===== src/rtl/sram_port_arbiter.sv =====
// Arbitrates one variable-latency memory bus between the CPU instruction and data SRAM ports.
// Each completed read is held until the whole pipeline advances; stalls are combinational.
module sram_port_arbiter #(
    parameter int unsigned DATA_FIRST = 1,
    parameter int unsigned MAX_WAIT   = 255
) (
    input  logic        clk,
    input  logic        rst,
    input  logic        inst_sram_en,
    input  logic [31:0] inst_sram_addr,
    output logic [31:0] inst_sram_rdata,
    output logic        i_stall,
    input  logic        data_sram_en,
    input  logic [3:0]  data_sram_wen,
    input  logic [31:0] data_sram_addr,
    input  logic [31:0] data_sram_wdata,
    output logic [31:0] data_sram_rdata,
    output logic        d_stall,
    output logic        mem_req,
    output logic        mem_wr,
    output logic [3:0]  mem_wstrb,
    output logic [31:0] mem_addr,
    output logic [31:0] mem_wdata,
    input  logic [31:0] mem_rdata,
    input  logic        mem_ack,
    output logic        mem_err
);

    typedef enum logic {StIdle, StBusy} state_e;

    // Last BUSY cycle index before a missing ack forces an abort.
    localparam logic [15:0] WaitLast = 16'(MAX_WAIT - 1);

    state_e      state_q, state_d;
    logic        grant_data_q;
    logic        mem_req_q, mem_wr_q, mem_err_q;
    logic [3:0]  mem_wstrb_q;
    logic [31:0] mem_addr_q, mem_wdata_q;
    logic [15:0] wait_cnt_q;
    logic        i_done_q, d_done_q;
    logic [31:0] hold_i_q, hold_d_q;

    logic        pend_i, pend_d, advance, pick_data, issue, timeout, finish;
    logic [31:0] fin_data;

    assign pend_i    = inst_sram_en & ~i_done_q;
    assign pend_d    = data_sram_en & ~d_done_q;
    assign advance   = ~pend_i & ~pend_d;
    assign pick_data = pend_d & (~pend_i | (DATA_FIRST != 0));
    assign issue     = (state_q == StIdle) & (pend_i | pend_d);
    assign timeout   = (state_q == StBusy) & ~mem_ack & (wait_cnt_q == WaitLast);
    assign finish    = (state_q == StBusy) & (mem_ack | timeout);
    // An aborted access returns zero data.
    assign fin_data  = mem_ack ? mem_rdata : 32'h0;

    // State register.
    always_ff @(posedge clk or negedge rst) begin
        if (!rst) begin
            state_q <= StIdle;
        end else begin
            state_q <= state_d;
        end
    end

    // Next-state: leave IDLE when anything is pending, return when the access ends.
    always_comb begin
        state_d = state_q;
        unique case (state_q)
            StIdle: if (pend_i | pend_d) state_d = StBusy;
            StBusy: if (finish) state_d = StIdle;
            default: state_d = StIdle;
        endcase
    end

    // Outputs: stalls are combinational, everything else comes from registers.
    always_comb begin
        i_stall         = pend_i;
        d_stall         = pend_d;
        mem_req         = mem_req_q;
        mem_wr          = mem_wr_q;
        mem_wstrb       = mem_wstrb_q;
        mem_addr        = mem_addr_q;
        mem_wdata       = mem_wdata_q;
        mem_err         = mem_err_q;
        inst_sram_rdata = hold_i_q;
        data_sram_rdata = hold_d_q;
    end

    // Bus request registers and the BUSY wait counter.
    always_ff @(posedge clk or negedge rst) begin
        if (!rst) begin
            mem_req_q    <= 1'b0;
            mem_wr_q     <= 1'b0;
            mem_wstrb_q  <= 4'h0;
            mem_addr_q   <= 32'h0;
            mem_wdata_q  <= 32'h0;
            grant_data_q <= 1'b0;
            wait_cnt_q   <= 16'h0;
        end else if (issue) begin
            mem_req_q    <= 1'b1;
            grant_data_q <= pick_data;
            wait_cnt_q   <= 16'h0;
            if (pick_data) begin
                mem_wr_q    <= |data_sram_wen;
                mem_wstrb_q <= data_sram_wen;
                mem_addr_q  <= data_sram_addr;
                mem_wdata_q <= data_sram_wdata;
            end else begin
                mem_wr_q    <= 1'b0;
                mem_wstrb_q <= 4'h0;
                mem_addr_q  <= inst_sram_addr;
                mem_wdata_q <= 32'h0;
            end
        end else if (finish) begin
            mem_req_q <= 1'b0;
        end else if (state_q == StBusy) begin
            wait_cnt_q <= wait_cnt_q + 16'd1;
        end
    end

    // Done flags, held read data and the sticky timeout flag.
    always_ff @(posedge clk or negedge rst) begin
        if (!rst) begin
            i_done_q  <= 1'b0;
            d_done_q  <= 1'b0;
            hold_i_q  <= 32'h0;
            hold_d_q  <= 32'h0;
            mem_err_q <= 1'b0;
        end else begin
            if (advance) begin
                i_done_q <= 1'b0;
                d_done_q <= 1'b0;
            end
            // A completion overrides a same-cycle advance (flushed port still records done).
            if (finish) begin
                if (grant_data_q) begin
                    d_done_q <= 1'b1;
                    if (!mem_wr_q) hold_d_q <= fin_data;
                end else begin
                    i_done_q <= 1'b1;
                    hold_i_q <= fin_data;
                end
            end
            if (timeout) mem_err_q <= 1'b1;
        end
    end

endmodule


===== config.mk =====
export PLATFORM = sky130hd
export DESIGN_NAME = sram_port_arbiter
export DESIGN_NICKNAME = d
export VERILOG_FILES = /design/src/rtl/sram_port_arbiter.sv
export SDC_FILE = /design/constraint.sdc
export NUM_CORES = 1
export LEC_CHECK = 0
export BUFFER_PORTS_ARGS = -buffer_cell sky130_fd_sc_hd__buf_4
export CORE_AREA = 2 2 125 127
export DETAILED_ROUTE_END_ITERATION = 8
export DIE_AREA = 0 0 127 129
export PLACE_DENSITY = 0.75
export SYNTH_ARGS = -nofsm -noshare
export SYNTH_HDL_FRONTEND = slang
export SYNTH_SLANG_ARGS = --single-unit

===== constraint.sdc =====
create_clock -name clk -period 1.9 [get_ports clk]
set_clock_uncertainty 0.1 [all_clocks]
set_input_delay 0.095 -clock clk [delete_from_list [all_inputs] [get_ports clk]]
set_output_delay 0.095 -clock clk [all_outputs]
set_load 0.01 [all_outputs]

==> flow_metrics.env <==
export IMPL_first_global_vias=6631
export IMPL_seqPwrFrac=0.363
export IMPL_drtAntennaViolNets=0
export IMPL_syn_area_per_cell_sq_um=11.94
export IMPL_vias=6369
export IMPL_path_clk_slew_ns=0.07
export IMPL_hold_viol=0
export IMPL_cts_tree="built"
export IMPL_hold_class="in2async"
export IMPL_synth_nets=669
export IMPL_intPower_mw=10.05
export IMPL_clk_root_buffer_cell="clkbuf_16"
export IMPL_slew_viol_final=0
export IMPL_htreeDepth=4
export IMPL_row_count=45
export IMPL_ys_types=42
export IMPL_start_kind="flip-flop"
export IMPL_crit_type="reg2reg"
export IMPL_syn_cell_area_sq_um=6326
export IMPL_port_buffers=273
export IMPL_slew_limit_headroom=0.7099
export IMPL_place_hpwl_um=12540
export IMPL_rsz0062_at_grt="true"
export IMPL_async_reset_ff_frac=1.000
export IMPL_nNetsFinal=1087
export IMPL_start_util=0.4224
export IMPL_synth_edf_count=0
export IMPL_top_layer="met4"
export IMPL_first_pass_iters=5
export IMPL_final_util=0.7114
export IMPL_yosysMostFrequentCell="dfrtp_1"
export IMPL_yosys_warnings=0
export IMPL_yosysSeqAreaShare=0.6131
export IMPL_grt_pass1_wl_um=33600
export IMPL_worstPathRequired_ns=2.09
export IMPL_finalCritPeriodShare=1.023
export IMPL_drive_gt1_frac=0.3736
export IMPL_tightest_slew_ns=0.4352
export IMPL_syn2layout_area_growth_pct=68.41
export IMPL_maxCapViolCount=0
export IMPL_grt_use_total=0.2593
export IMPL_worstPathCellList="inv_2 -> ha_4 -> nor4b_4 -> and4_4 -> o2111ai_4 -> buf_6 -> a22o_1"
export IMPL_fillers=956
export IMPL_violations="setup timing"
export IMPL_synth_seq_cells=155
export IMPL_fmax_mhz=514.7
export IMPL_post_route_drc_count=0
export IMPL_cts_buffers_inserted=17
export IMPL_swShare=0.3623
export IMPL_grt_max_degree=66
export IMPL_clock_sinks=155
export IMPL_via_per_inst=5.543
export IMPL_power_density_nw_per_um2=1479
export IMPL_critPathBufInv=2
export IMPL_power_switching_mw=5.709
export IMPL_crit_slowest_cell="dfrtp_1"
export IMPL_synth_area_top_cells="dfrtp_1 61%, a22o_1 9.1%, a32o_1 5.2%, nand2_1 4.3%, a31oi_1 3.2%"
export IMPL_wl_met2_um=11400
export IMPL_insertion_delay_ns=0.41
export IMPL_ios=274
export IMPL_crit_family="simple AND/OR/NAND/NOR gates"
export IMPL_wirelength_um=21710
export IMPL_path_max_fanout=16
export IMPL_worst_slack_ns=-0.04286
export IMPL_antenna_cells=0
export IMPL_critPathMaxStageDelay_ns=0.40
export IMPL_die_area_sq_um=16380
export IMPL_wl_per_cell_um=18.89
export IMPL_grt_ovfl_total=0
export IMPL_synth_top_area_frac=0.6131
export IMPL_die_h_um=129
export IMPL_ys_flop_type="dfrtp_1"
export IMPL_synthCells=530
export IMPL_synth_commonest_cells="155 x dfrtp_1, 73 x nand2_1, 66 x a22o_1"
export IMPL_clock_path_buffers=2
export IMPL_wl_met1_um=7931
export IMPL_coreArea_sq_um=14980
export IMPL_status="finished with violations"
export IMPL_die_x_um=127
export IMPL_drt_initial_drc_count=550
export IMPL_yosys_area_top_type="dfrtp_1"
export IMPL_cp_arrival_ns=2.14
export IMPL_wl_met3_um=1582
export IMPL_layout_min_cycle_time_ns=1.943
export IMPL_antenna_found_initial=0
export IMPL_pwr_share_clk=0.205
export IMPL_routabilityCongestion=0.9101
export IMPL_setup_viol=34
export IMPL_p_leak_nw=5.148
export IMPL_end_kind="flip-flop"
export IMPL_peakVddDrop_mv=0.9222
export IMPL_combinationalPowerShare=0.431
export IMPL_setup_tns_ns=-0.6362
## power by group through the flow
stage,logic (mW),registers (mW),clock network [mW]
5_1_grt,7.27,5.86,3.44
4_1_cts,6.63,5.67,3.29
3_5_place_dp,6.40,5.68,0
6_report,6.80,5.73,3.23
2_1_floorplan,2.54,6.18,0
3_3_place_gp,6.19,5.65,0
## cells by family after synthesis
family	after synthesis	share of synthesized area
AOI/OAI and AO/OA	164	0.2146
DFF	155	0.6131
muxes	5	0.007912
adders and majority gates	2	0.003955
buffers and inverters	53	0.04944
and+or+nand+nor	151	0.1110
## layout make-up
type,count,area (sq um),share of cell area
Tap cell,188,235.2,0.02208
Sequential cell,155,3879,0.3641
Multi-Input combinational cell,322,2183,0.2049
Clock inverter,14,126.4,0.01186
Clock buffer,18,439.2,0.04122
Timing Repair Buffer,443,3757,0.3527
Inverter,9,33.78,0.003171
## timing repair
action,4_1_cts,5_1_grt
pin swaps,2,5
endpoints found under the hold margin,290,1
hold buffers,134,1
endpoints found under the setup margin,70,77
resized for setup,7,11
cloned,0,0
setup buffers,0,4
## sequential cells by signal, indices dropped and copies added, names as in the netlist, 4 cells and up
register and flops:
data_sram_rdata 32, inst_sram_rdata 32, mem_addr 32, mem_wdata 32, wait_cnt_q 16, mem_wstrb 4
## metal layers
layer | global-route usage | up-vias
met3 | 0.06279 | 82
met1 | 0.2995 | 3109
met4 | 0.1319 | 0
met5 | 0 | -
li1 | - | 2815
met2 | 0.4526 | 363
## worst reg2reg max path, cell delays in order (launching register included)
cell,delay [ns]
dfrtp_1,0.40
inv_2,0.09
ha_4,0.13
nor4b_4,0.24
and4_4,0.32
o2111ai_4,0.15
buf_6,0.20
a22o_1,0.20
## through the flow
stage	instances	power (mW)	hold WS, ns	area (sq um)	setup WS [ns]
finish	1149	15.76	0.07270	10650	-0.04286
global route	1149	16.57	0.09267	10650	-0.1028
CTS	1144	15.58	0.04034	10590	-0.04202
detailed placement	978	12.08	-0.05807	8660	-0.09797
global placement	978	11.84	-0.06541	8660	-0.04660
floorplan	530	8.726	-0.3006	6326	0.05683
## placed cells by master, fill, tap and decap left out, drive strengths merged, types with 3 or more instances in the layout
cell,n
a21oi,7
a22o,68
a31oi,32
a32o,33
and3,4
and4,4
buf,308
clkbuf,18
clkinv,3
dfrtp,155
dlygate4sd3,135
inv,18
mux2i,5
nand2,73
nand2b,4
nand3,8
nand4,9
nor2,35
nor3,3
o211ai,3
o21ai,10
or3,3
or4,3
## worst paths after layout
check	start	end	slack, ns	cells past startpoint
setup / recovery	wait_cnt_q[0]	data_sram_rdata[5]	-0.04	7
hold / removal	rst	mem_wdata[15]	0.07	2
setup reg to reg	wait_cnt_q[0]	data_sram_rdata[5]	-0.04	7
hold reg to reg	mem_err	mem_err	0.39	1
max in group asynchronous	rst	inst_sram_rdata[2]	0.99	3
min in group clk	inst_sram_en	grant_data_q	0.08	4
Note: power is estimated with default switching activity, not from simulation.
